File: src/rtl/sram_burst_reader.sv
// Burst read engine for a single-port registered-read SRAM: issues sequential
// reads for a (addr, len) command and streams the words out on valid/ready.
module sram_burst_reader #(
    parameter int DATA_WIDTH = 512,
    parameter int DEPTH      = 128,
    parameter int ADDR_WIDTH = 7
) (
    input  logic                    clk,
    input  logic                    rst,
    input  logic                    cmd_valid,
    output logic                    cmd_ready,
    input  logic [ADDR_WIDTH-1:0]   cmd_addr,
    input  logic [ADDR_WIDTH:0]     cmd_len,
    output logic [ADDR_WIDTH-1:0]   sram_address,
    output logic                    sram_rden,
    output logic                    sram_wren,
    output logic [DATA_WIDTH/8-1:0] sram_byteena,
    input  logic [DATA_WIDTH-1:0]   sram_q,
    output logic                    out_valid,
    input  logic                    out_ready,
    output logic [DATA_WIDTH-1:0]   out_data,
    output logic                    out_last,
    output logic                    busy,
    output logic                    done
);
    typedef enum logic [1:0] {IDLE, RUN, DONE} state_t;

    state_t                  state, state_next;
    logic [ADDR_WIDTH-1:0]   addr;
    logic [ADDR_WIDTH:0]     issue_cnt, deliver_cnt;
    logic                    q_valid;
    logic [DATA_WIDTH-1:0]   fifo_mem [2];
    logic                    wr_ptr, rd_ptr;
    logic [1:0]              fifo_count;
    logic [2:0]              occ_now;
    logic                    accept, pop, issue;

    assign sram_wren    = 1'b0;
    assign sram_byteena = '1;
    assign sram_address = addr;

    assign cmd_ready = (state == IDLE) && !rst;
    assign accept    = cmd_ready && cmd_valid;
    assign out_valid = (fifo_count != 2'd0) && !rst;
    assign out_data  = fifo_mem[rd_ptr];
    assign out_last  = out_valid && (deliver_cnt == 1);
    assign pop       = out_valid && out_ready;
    assign busy      = (state != IDLE) && !rst;
    assign done      = (state == DONE) && !rst;

    // Words already committed (in FIFO or in flight from the SRAM) minus the
    // one leaving this cycle must leave room for the read issued now.
    assign occ_now   = {1'b0, fifo_count} + {2'b0, q_valid};
    assign issue     = (state == RUN) && (issue_cnt != 0) && !rst
                       && (occ_now < (3'd2 + {2'b0, pop}));
    assign sram_rden = issue;

    always_ff @(posedge clk) begin
        if (rst) state <= IDLE;
        else     state <= state_next;
    end

    always_comb begin
        state_next = state;
        case (state)
            IDLE: if (accept) state_next = (cmd_len == 0) ? DONE : RUN;
            RUN:  if (pop && out_last) state_next = DONE;
            DONE: state_next = IDLE;
            default: state_next = IDLE;
        endcase
    end

    always_ff @(posedge clk) begin
        if (rst) begin
            addr        <= '0;
            issue_cnt   <= '0;
            deliver_cnt <= '0;
            q_valid     <= 1'b0;
            wr_ptr      <= 1'b0;
            rd_ptr      <= 1'b0;
            fifo_count  <= 2'd0;
        end else begin
            q_valid <= issue;
            if (accept) begin
                addr        <= cmd_addr;
                issue_cnt   <= cmd_len;
                deliver_cnt <= cmd_len;
            end else begin
                if (issue) begin
                    issue_cnt <= issue_cnt - 1'b1;
                    addr      <= (addr == ADDR_WIDTH'(DEPTH - 1)) ? '0 : addr + 1'b1;
                end
                if (pop) deliver_cnt <= deliver_cnt - 1'b1;
            end
            if (q_valid) wr_ptr <= ~wr_ptr;
            if (pop)     rd_ptr <= ~rd_ptr;
            fifo_count <= fifo_count + {1'b0, q_valid} - {1'b0, pop};
        end
    end

    // q is still the previous word on the edge a new read registers, so
    // capturing it here is hazard-free.
    always_ff @(posedge clk) begin
        if (q_valid) fifo_mem[wr_ptr] <= sram_q;
    end
endmodule
File: config.mk
export PLATFORM = sky130hd
export DESIGN_NAME = sram_burst_reader
export DESIGN_NICKNAME = d
export VERILOG_FILES = /design/src/rtl/sram_burst_reader.sv
export SDC_FILE = /design/constraint.sdc
export NUM_CORES = 1
export LEC_CHECK = 0
export CORE_AREA = 2 2 434 436
export CTS_BUF_LIST = sky130_fd_sc_hd__clkbuf_8
export DETAILED_ROUTE_END_ITERATION = 8
export DIE_AREA = 0 0 436 438
export SLEW_MARGIN = 15
export SYNTH_ARGS = -nofsm -noshare
export SYNTH_HDL_FRONTEND = slang
export SYNTH_SLANG_ARGS = --single-unit
File: constraint.sdc
create_clock -name clk -period 32.7 [get_ports clk]
set_input_delay 6.54 -clock clk [delete_from_list [all_inputs] [get_ports clk]]
set_output_delay 6.54 -clock clk [all_outputs]
set_load 0.005 [all_outputs]
After elaboration in Yosys (flattened, before gate mapping) --
Memory sizes are Yosys's and may differ from the RTL's. A register that Yosys moved wholly into a read port is not among the register bits. Index checks and enable logic that the tools add are counted.
Storage, ports and cells: flip-flop bits (word level) 30, logic and storage cells 60, output and inout bits 590, bits of input ports 531, RAM bits 1024, memories kept 1
Operators by class: bitwise operators 2, reduce and logical (&&, ||, !) cells 20, magnitude comparators 1, mux-type cells 15, add/subtract/negate cells 7, equal/unequal tests 6
Memory list:
- fifo_mem | depth 2, bits a word 512, rd ports 1, clocked after memory_dff 1, write ports 1, line 32 | logic [DATA_WIDTH-1:0] fifo_mem [2];
Operator list (count):
- 8-bit two-way mux | 4
- 7-bit two-way mux | 3
- 8-bit by 1-bit subtractor with 8-bit output (second input constant) | 2
- 1-bit logical AND | 11
- 8-bit by 1-bit == test with 1-bit output (second input constant) | 1
- 8-bit zero test | 1
- 2-bit nonzero test | 4
- 8-bit nonzero test | 1
- 7-bit by 1-bit adder with 7-bit output (second input constant) | 1
- 7-bit == test (second input constant) | 1
- 2-bit two-way mux | 3
- 1-bit two-way mux | 4
- 2-bit case mux with 2 select lines | 1
- 2-bit by 1-bit adder with 3-bit output | 1
- 2-bit by 1-bit adder with 3-bit output (first input constant) | 1
- 3-bit less-than comparator | 1
- 2-bit by 1-bit adder with 2-bit output | 1
- 2-bit by 1-bit == test with 1-bit output (second input constant) | 1
- 2-bit == test (second input constant) | 1
- 2-bit zero test | 1
- 2-bit by 1-bit inequality test with 1-bit output (second input constant) | 1
- 2-bit inequality test (second input constant) | 1
- 1-bit NOT | 2
- 2-bit AND reduction | 1
- other kinds (2) | 2

Logic depth before layout (Yosys ltp) --
Gate-level depths: netlist of run 1.
word-level depth 8, depth in mapped cells 10, mapped depth without buffers 8

Worst setup path after synthesis of run 1 --
No wires, ideal clock.
path type reg2reg, from register wr_ptr, to memory fifo_mem[0][0], enable pin, arrival 22.854 ns, slack 8.385 ns, buffers on the path 0, required time 31.239 ns, library setup time 1.461 ns, cell stages (with the launch flop) 2, clock period less this slack 24.315 ns, cells stage by stage dfxtp_1 > nor2b_1
RTL lines:
- from (decl) | line 33 | logic wr_ptr, rd_ptr;
- from (signal assigned) | line 95 | if (q_valid) wr_ptr <= ~wr_ptr;
- to (decl) | line 32
No word-level cell before the write port.

Worst setup path in the final report of run 1 --
from input rst, to output sram_rden
On the way: longest elaborated chain between the ends 6, elaborated cells between the ends (all ways) 7, those cells by class 1 x add/sub; 1 x order compare; 5 x reduce/logical
RTL lines:
- from (decl) | line 9 | input logic rst,
- 1-bit zero test (*) | line 44, 54
- 1-bit logical AND | line 44 | assign out_valid = (fifo_count != 2'd0) && !rst;
- 1-bit logical AND | line 47 | assign pop = out_valid && out_ready;
- 2-bit by 1-bit adder with 3-bit output | line 55 | && (occ_now < (3'd2 + {2'b0, pop}));
- 3-bit less-than comparator | line 55
- 1-bit logical AND (*) | line 55
- to (decl) | line 15 | output logic sram_rden,
Mark *: on every way between the ends. The rest lies on a longest branch, timed or not.

==> results.sh, run 1 <==
export IMPL_post_cts_buffers=0
export IMPL_cts_buffers=181
export IMPL_core_area_sq_um=187000
export IMPL_wl_per_cell_um=21.6
export IMPL_viasPerCell=3.88
export IMPL_path_max_fanout=35
export IMPL_fin_ws_ps=17180
export IMPL_startpoint_type="primary input"
export IMPL_cts_max_level=4
export IMPL_syn_cell_area_sq_um=39000
export IMPL_die_w_um=436
export IMPL_grt_ovfl_total=0
export IMPL_nets=3602
export IMPL_cp_cell_sequence="clkdlybuf4s50_1, buf_4, nor4b_2, nand3_2, inv_1, clkdlybuf4s50_1"
export IMPL_power_density_nw_per_um2=52.6
export IMPL_path_clk_slew_ps=60
export IMPL_ys_seq_area_share_pct=80.4
export IMPL_worst_ep_arrival_time_ps=8980
export IMPL_dieHeight_um=438
export IMPL_synth_warning_count=0
export IMPL_grt_pass1_wl_mm=166
export IMPL_power_leakage_nw=18.1
export IMPL_endpoint_kind="output port"
export IMPL_rows=159
export IMPL_ys_top_cells_by_area="edfxtp_1 79%, mux2_2 15%, dfxtp_1 1.6%"
export IMPL_fin_setup_tns_ps=0
export IMPL_slowest_delay_ps=530
export IMPL_cts_buffer_depth=3
export IMPL_fin_worst_skew_ps=57.7
export IMPL_synthDistinctLibCells=52
export IMPL_async_reset_ff_share_pct=0
export IMPL_grt_max_degree=133
export IMPL_maxCapViolCount=0
export IMPL_synthCells=1871
export IMPL_gp_congestion=0.857
export IMPL_antenna_found_initial=50
export IMPL_drt_iter0_drc=1257
export IMPL_synth_seq_cells=1055
export IMPL_drive_above_1_share_pct=23.9
export IMPL_preCtsSetupSlack_ps=17220
export IMPL_ios=1121
export IMPL_grt_use_total_pct=12.3
export IMPL_outcome="completed"
export IMPL_worstPathRequired_ps=26160
export IMPL_worst_pin_slew_ps=1140
export IMPL_rsz0062_at_grt="false"
export IMPL_cts_root_buf="clkbuf_8"
export IMPL_worst_path_most_repeated_cell="clkdlybuf4s50_1"
export IMPL_portBuffers=1055
export IMPL_syn2layout_area_growth_pct=43.1
export IMPL_synth_area_leader_cell="edfxtp_1"
export IMPL_final_antenna_net_count=0
export IMPL_hpwl_mm=89.4
export IMPL_hold_buffers=0
export IMPL_die_area_sq_um=191000
export IMPL_grt_pass1_vias=22300
export IMPL_irDropWorstVdd_uv=43.1
export IMPL_avgSynthCellArea_sq_um=20.8
export IMPL_cts_tree="yes"
export IMPL_maxSlewHeadroom_pct=24.3
export IMPL_postCtsResizedCells=0
export IMPL_drc=0
export IMPL_synth_edf_count=1024
export IMPL_via_count=22200
export IMPL_power_total_w=0.00294
export IMPL_synth_top_cell_area_share_pct=78.8
export IMPL_fmax_mhz=64.4
export IMPL_path_class="in2out"
export IMPL_critPathSlowestCell="nor4b_2"
export IMPL_num_fill_cells=18600
export IMPL_setup_viol=0
export IMPL_final_min_period_over_clock_period_pct=47.5
export IMPL_clk_latency_ps=920
export IMPL_hold_class="reg2reg"
export IMPL_dr_pass1_iters=5
export IMPL_routed_wl_mm=124
export IMPL_finalHoldViolCount=0
export IMPL_synth_flop_cell="edfxtp_1"
export IMPL_period_needed_ps=15520
export IMPL_start_util_pct=20.9
export IMPL_dp_cells=5374
export IMPL_cts_sink_count=1055
export IMPL_finalNonFillerCells=5710
export IMPL_final_max_slew_violation_count=0
==> through the flow <==
step / utilization (%) / area [sq um] / hold WS (ps)
3_3_place_gp: 28.1 / 52400 / 478
4_1_cts: 29.9 / 55800 / 486
5_1_grt: 29.9 / 55800 / 514
2_1_floorplan: - / 39200 / 452
3_5_place_dp: 28.1 / 52400 / 476
6_report: 29.9 / 55800 / 487
==> layer usage <==
layer  GRT usage (%)  vias up  routed length, um
li1                -     9690                  -
met1            13.3    11300              45800
met2            20.7      885              62000
met3            5.51      242              11200
met4            5.09       52               4250
met5               0        -                340
==> synth_stat cells, drive strengths merged, types with 9 or more instances <==
| cell | count |
|---|---|
| edfxtp | 1024 |
| mux2 | 514 |
| buf | 68 |
| clkbuf | 65 |
| dfxtp | 31 |
| nor2 | 23 |
| nand2 | 19 |
| ha | 9 |
| nand3 | 9 |
| or3 | 9 |
==> worst paths after layout <==
kind                             startpoint                          to  slack [ps]  cells past startpoint
setup / recovery                        rst                   sram_rden       17180                      6
hold / removal    issue_cnt[1]$_SDFFE_PP0P_   issue_cnt[1]$_SDFFE_PP0P_         490                      2
setup reg to reg         q_valid$_SDFF_PP0_  fifo_mem[0][233]$_DFFE_PP_       28340                      4
hold reg to reg   issue_cnt[1]$_SDFFE_PP0P_   issue_cnt[1]$_SDFFE_PP0P_         490                      2
==> power breakdown <==
part | leakage (nW) | internal (W) | switching [W]
clock network | 1.96 | 0.000599 | 0.000543
registers | 9.49 | 0.00152 | 0.00000954
logic | 6.69 | 0.000158 | 0.000112
==> area by class of cell <==
| class | count | area [sq um] | share of cell area [%] |
|---|---|---|---|
| clock inverters | 136 | 852 | 1.53 |
| well taps | 2495 | 3120 | 5.59 |
| clock buffers | 186 | 2560 | 4.59 |
| inverters | 8 | 30.0 | 0.0538 |
| flip-flops and latches | 1055 | 31400 | 56.2 |
| diodes | 14 | 35.0 | 0.0628 |
| repair buffers | 1078 | 10800 | 19.3 |
| multi-input cells | 738 | 7090 | 12.7 |
==> kinds of logic (layout without fill, tap and decap cells) <==
| family | after synthesis | after routing | share of synthesized area (%) |
|---|---|---|---|
| DFF | 1055 | 1055 | 80.4 |
| muxes | 514 | 514 | 14.8 |
| buffers and inverters | 141 | 1408 | 2.05 |
| and+or+nand+nor | 100 | 100 | 1.44 |
| AOI/OAI and AO/OA | 38 | 38 | 0.683 |
| xor gates and xnor gates | 12 | 12 | 0.269 |
| adders and majority gates | 9 | 9 | 0.289 |
| other | 2 | 79 | 0.0193 |
==> worst max-delay path, delay by kind of cell <==
family                 cells  cell delay (ps)
buffers and inverters      4             1430
AND/OR/NAND/NOR            2              990
==> cells in the final DEF (no fill, tap or decap), types with 14 or more instances in the layout <==
master,instances
clkdlybuf4s50_1,1055
edfxtp_1,1024
mux2_2,514
clkbuf_8,186
inv_1,73
conb_1,65
clkinv_1,44
dfxtp_1,30
nor2_1,23
buf_4,21
nand2_1,18
diode_2,14
==> state kept, by name, summed over array words and instances (netlist names), named ones only <==
signal and cells:
issue_cnt 8, deliver_cnt 8, q_valid 1, rd_ptr 1, fifo_count 2, sram_address 7
state 2, fifo_mem 1024, wr_ptr 1
(Power assumes the default switching activity.)
==> run 2: changes to the inputs <==
- clock period: 32.7 -> 13.6 ns (I/O delays scaled with it)
==> run 2 against run 1 <==
Compared with the run above:
- sequential power rose by 140%
- setup slack got worse by 11000 ps
- non-clock buffer count fell by 3
- utilization barely moved
- power rose by 140%
- combinational power rose by 140%
- critical path depth did not move
- design area barely moved
- hold slack got worse by 0.87 ps
- sequential share of layout area barely moved
- clock skew rose by 6.1 ps
- final cell count fell by 0.21%
- critical endpoint unchanged
- highest routed layer unchanged
==> results.sh, run 2 (synthesized netlist as in run 1, its figures left out) <==
export IMPL_regMostFlops="fifo_mem"
export IMPL_fmax_mhz=127
export IMPL_maxCapViolCount=0
export IMPL_drt_iter0_drc=1336
export IMPL_postCtsResizedCells=0
export IMPL_portBuffers=1055
export IMPL_dieHeight_um=438
export IMPL_post_cts_buffers=0
export IMPL_maxSlewHeadroom_pct=22.6
export IMPL_clk_latency_ps=930
export IMPL_largest_reg_flops=1024
export IMPL_cts_max_level=4
export IMPL_preCtsSetupSlack_ps=5720
export IMPL_worst_ep_arrival_time_ps=5150
export IMPL_period_needed_ps=7870
export IMPL_ios=1121
export IMPL_finalNonFillerCells=5698
export IMPL_grt_pass1_wl_mm=169
export IMPL_path_clk_slew_ps=60
export IMPL_core_area_sq_um=187000
export IMPL_irDropWorstVdd_uv=87.5
export IMPL_start_util_pct=20.9
export IMPL_worstPathRequired_ps=10880
export IMPL_fin_ws_ps=5730
export IMPL_reg_top3="fifo_mem x1024, deliver_cnt x8, issue_cnt x8"
export IMPL_cts_root_buf="clkbuf_8"
export IMPL_fin_setup_tns_ps=0
export IMPL_power_total_w=0.00706
export IMPL_rsz0062_at_grt="false"
export IMPL_grt_use_total_pct=12.4
export IMPL_outcome="completed"
export IMPL_layout_common_cells="1055 x clkdlybuf4s50_1, 1024 x edfxtp_1, 514 x mux2_2"
export IMPL_fin_worst_skew_ps=63.8
export IMPL_via_count=22100
export IMPL_syn2layout_area_growth_pct=43.2
export IMPL_final_max_slew_violation_count=0
export IMPL_startpoint_type="primary input"
export IMPL_path_max_fanout=35
export IMPL_endpoint_kind="output port"
export IMPL_drive_above_1_share_pct=24.2
export IMPL_wl_per_cell_um=21.7
export IMPL_power_density_nw_per_um2=126
export IMPL_num_fill_cells=18600
export IMPL_final_antenna_net_count=0
export IMPL_cts_buffer_depth=3
export IMPL_hold_buffers=0
export IMPL_worst_pin_slew_ps=1160
export IMPL_dr_pass1_iters=4
export IMPL_final_min_period_over_clock_period_pct=57.9
export IMPL_routed_wl_mm=124
export IMPL_hold_class="reg2reg"
export IMPL_finalHoldViolCount=0
export IMPL_rows=159
export IMPL_gp_congestion=0.875
export IMPL_power_leakage_nw=18.1
export IMPL_die_area_sq_um=191000
export IMPL_path_class="in2out"
export IMPL_die_w_um=436
export IMPL_dp_cells=5370
export IMPL_grt_ovfl_total=0
export IMPL_antenna_found_initial=35
export IMPL_nets=3598
export IMPL_cts_sink_count=1055
export IMPL_cts_buffers=180
export IMPL_drc=0
export IMPL_grt_pass1_vias=22800
export IMPL_viasPerCell=3.88
export IMPL_cts_tree="yes"
export IMPL_fin_util_pct=29.9
export IMPL_hpwl_mm=89.1
export IMPL_grt_max_degree=154
export IMPL_setup_viol=0
export IMPL_final_common_cell="clkdlybuf4s50_1"
[run 2: final cells by class]
type / count / area, sq um / area share, %
Antenna cell: 11 / 27.5 / 0.0493
Timing Repair Buffer: 1075 / 10800 / 19.3
Multi-Input combinational cell: 738 / 7090 / 12.7
Inverter: 8 / 30.0 / 0.0538
Sequential cell: 1055 / 31400 / 56.2
Clock inverter: 130 / 851 / 1.52
Tap cell: 2495 / 3120 / 5.59
Clock buffer: 186 / 2560 / 4.58
[run 2: path summary, 6_finish.rpt]
kind	startpoint	end	slack (ps)	cells after the start
max	rst	sram_rden	5730	6
min	issue_cnt[1]$_SDFFE_PP0P_	issue_cnt[1]$_SDFFE_PP0P_	490	2
max reg2reg	q_valid$_SDFF_PP0_	fifo_mem[1][286]$_DFFE_PP_	9550	4
min reg2reg	issue_cnt[1]$_SDFFE_PP0P_	issue_cnt[1]$_SDFFE_PP0P_	490	2
[run 2: routing by layer]
metal | vias to the layer above | track usage (%) | wire, um
met2 | 804 | 21.2 | 62100
met5 | - | 0 | 178
li1 | 9670 | - | -
met1 | 11300 | 14.3 | 48500
met3 | 236 | 4.37 | 9290
met4 | 28 | 4.82 | 3840
[run 2: worst max-delay path: stages]
cell             delay [ps]
clkdlybuf4s50_1         420
buf_4                   260
nor4b_2                 510
nand3_2                 460
inv_1                   250
clkdlybuf4s50_1         540
[run 2: report_power, final]
group	internal [W]	switching, W
Clock	0.00143	0.00132
Sequential	0.00364	0.0000206
Combinational	0.000381	0.000268
Total	0.00545	0.00161
[run 2: through the flow]
step / hold WS (ps) / instance area [sq um]
2_1_floorplan: 452 / 39300
3_3_place_gp: 477 / 52400
3_5_place_dp: 477 / 52400
4_1_cts: 485 / 55800
5_1_grt: 511 / 55800
6_report: 486 / 55800
==> run 3: changes to the inputs <==
- clock period: 13.6 -> 8.06 ns (I/O delays scaled with it)
==> run 3 against run 2 <==
Compared with the run above:
- design area hardly changed
- hold slack better by 10 ps
- first-iteration DRC count is 6.7% lower
- die area stayed put
- register-to-register slack worse by 4700 ps
- via count is 0.29% higher
- critical endpoint unchanged
- combinational power is 69% higher
- routed wire length is 1.2% higher
- sequential cell count stayed put
==> results.sh, run 3 (synthesized netlist as in run 1, its figures left out) <==
export IMPL_fin_ws_ps=2470
export IMPL_grt_ovfl_total=0
export IMPL_core_area_sq_um=187000
export IMPL_setup_viol=0
export IMPL_grt_pass1_wl_mm=170
export IMPL_dr_pass1_iters=5
export IMPL_maxCapViolCount=0
export IMPL_finalHoldViolCount=0
export IMPL_dieHeight_um=438
export IMPL_seq_area_sq_um=31400
export IMPL_r2r_cells=3
export IMPL_cts_buffers=184
export IMPL_period_needed_ps=5590
export IMPL_power_density_nw_per_um2=213
export IMPL_power_leakage_nw=18.1
export IMPL_irDropWorstVdd_uv=147
export IMPL_final_common_cell="clkdlybuf4s50_1"
export IMPL_portBuffers=1055
export IMPL_crit_reg2reg_launch="wr_ptr$_SDFFE_PP0P_"
export IMPL_syn2layout_area_growth_pct=43.2
export IMPL_cts_tree="yes"
export IMPL_antenna_found_initial=52
export IMPL_multi_input_area_sq_um=7090
export IMPL_cts_root_buf="clkbuf_8"
export IMPL_rows=159
export IMPL_grt_use_total_pct=12.6
export IMPL_worst_ep_arrival_time_ps=3980
export IMPL_layout_common_cells="1055 x clkdlybuf4s50_1, 1024 x edfxtp_1, 514 x mux2_2"
export IMPL_grt_max_degree=153
export IMPL_wl_per_cell_um=21.9
export IMPL_routed_wl_mm=125
export IMPL_die_area_sq_um=191000
export IMPL_final_antenna_net_count=0
export IMPL_startpoint_type="primary input"
export IMPL_dp_cells=5372
export IMPL_clk_latency_ps=920
export IMPL_p_comb_share_pct=9.2
export IMPL_postCtsResizedCells=0
export IMPL_r2r_slack_ps=4820
export IMPL_pwr_share_seq_pct=52.0
export IMPL_maxSlewHeadroom_pct=27.7
export IMPL_crit_path_end="sram_rden"
export IMPL_power_internal_w=0.00912
export IMPL_fin_worst_skew_ps=51.8
export IMPL_nets=3603
export IMPL_reg_top3="fifo_mem x1024, deliver_cnt x8, issue_cnt x8"
export IMPL_hpwl_mm=90.7
export IMPL_placed_area_sq_um=52400
export IMPL_post_cts_buffers=0
export IMPL_worstPathRequired_ps=6450
export IMPL_netSwitchingFraction_pct=23.3
export IMPL_worst_pin_slew_ps=1090
export IMPL_path_clk_slew_ps=60
export IMPL_final_max_slew_violation_count=0
export IMPL_switchingPower_w=0.00277
export IMPL_clockPowerShare_pct=38.7
export IMPL_r2r_end="fifo_mem[1][280]$_DFFE_PP_"
export IMPL_fin_area_sq_um=55900
export IMPL_path_max_fanout=35
export IMPL_viasPerCell=3.88
export IMPL_via_count=22100
export IMPL_cts_max_level=4
export IMPL_regMostFlops="fifo_mem"
export IMPL_grt_pass1_vias=22800
export IMPL_cts_buffer_depth=3
export IMPL_hold_class="reg2reg"
export IMPL_hold_buffers=0
export IMPL_fmax_mhz=179
export IMPL_fin_util_pct=29.9
export IMPL_final_min_period_over_clock_period_pct=69.4
export IMPL_outcome="completed"
export IMPL_largest_reg_flops=1024
export IMPL_die_w_um=436
export IMPL_drive_above_1_share_pct=24.2
export IMPL_path_class="in2out"
export IMPL_gp_congestion=0.889
export IMPL_endpoint_kind="output port"
export IMPL_start_util_pct=20.9
export IMPL_ios=1121
export IMPL_drt_iter0_drc=1246
export IMPL_preCtsSetupSlack_ps=2470
export IMPL_fin_setup_tns_ps=0
export IMPL_cts_sink_count=1055
export IMPL_drc=0
export IMPL_rsz0062_at_grt="false"
export IMPL_num_fill_cells=18600
export IMPL_finalNonFillerCells=5715
export IMPL_crit_path_start="rst"
==> run 3: cell types whose count changed in the layout (fill, tap and decap cells not counted), moves of 2 or more <==
cell,delta
clkinv_8,-2
clkinv_2,+3
clkinv_4,-2
buf_12,+4
clkinv_1,+6
buf_4,-2
inv_6,+2
bufinv_16,-3
inv_1,+8
clkinvlp_4,+4
==> run 3: cell type report <==
type                            count  share of cell area (%)
Sequential cell                  1055                    56.2
Inverter                            8                  0.0537
Multi-Input combinational cell    738                    12.7
Clock buffer                      186                    4.58
Clock inverter                    147                    1.51
Tap cell                         2495                    5.59
Timing Repair Buffer             1076                    19.4
Antenna cell                       10                  0.0448
==> run 3: worst min-delay path by stage <==
stage	cells past startpoint	end	slack, ps	startpoint
after floorplan	2	issue_cnt[0]$_SDFFE_PP0P_	450	issue_cnt[0]$_SDFFE_PP0P_
after global placement	2	issue_cnt[1]$_SDFFE_PP0P_	480	issue_cnt[1]$_SDFFE_PP0P_
after detailed placement	2	issue_cnt[0]$_SDFFE_PP0P_	490	issue_cnt[0]$_SDFFE_PP0P_
after CTS	2	issue_cnt[0]$_SDFFE_PP0P_	500	issue_cnt[0]$_SDFFE_PP0P_
after global routing	2	issue_cnt[0]$_SDFFE_PP0P_	520	issue_cnt[0]$_SDFFE_PP0P_
final	2	issue_cnt[1]$_SDFFE_PP0P_	500	issue_cnt[1]$_SDFFE_PP0P_
==> run 3: power groups by stage <==
stage                     combinational [W]  clock, W  sequential [W]
after floorplan                    0.000368         0         0.00632
after global placement              0.00109         0         0.00629
after detailed placement            0.00110         0         0.00630
after CTS                           0.00111   0.00480         0.00619
after global routing                0.00116   0.00501         0.00619
final                               0.00110   0.00460         0.00618
==> run 3: layer usage <==
| layer | track usage, % | up-vias | share of wire, % |
|---|---|---|---|
| li1 | - | 9700 | - |
| met1 | 13.9 | 11300 | 38 |
| met2 | 21.4 | 870 | 50 |
| met3 | 5.51 | 234 | 9.3 |
| met4 | 4.43 | 54 | 2.6 |
| met5 | 0 | - | 0.27 |
==> run 3: worst max-delay path, stage by stage <==
cell	delay [ps]
clkdlybuf4s50_1	410
buf_4	260
nor4b_2	500
nand3_2	450
inv_1	200
clkdlybuf4s50_1	530
==> run 3: metrics by stage <==
stage / power, W / hold WS (ps)
6_report: 0.0119 / 496
2_1_floorplan: 0.00668 / 452
3_5_place_dp: 0.00740 / 490
4_1_cts: 0.0121 / 499
5_1_grt: 0.0124 / 520
3_3_place_gp: 0.00739 / 479
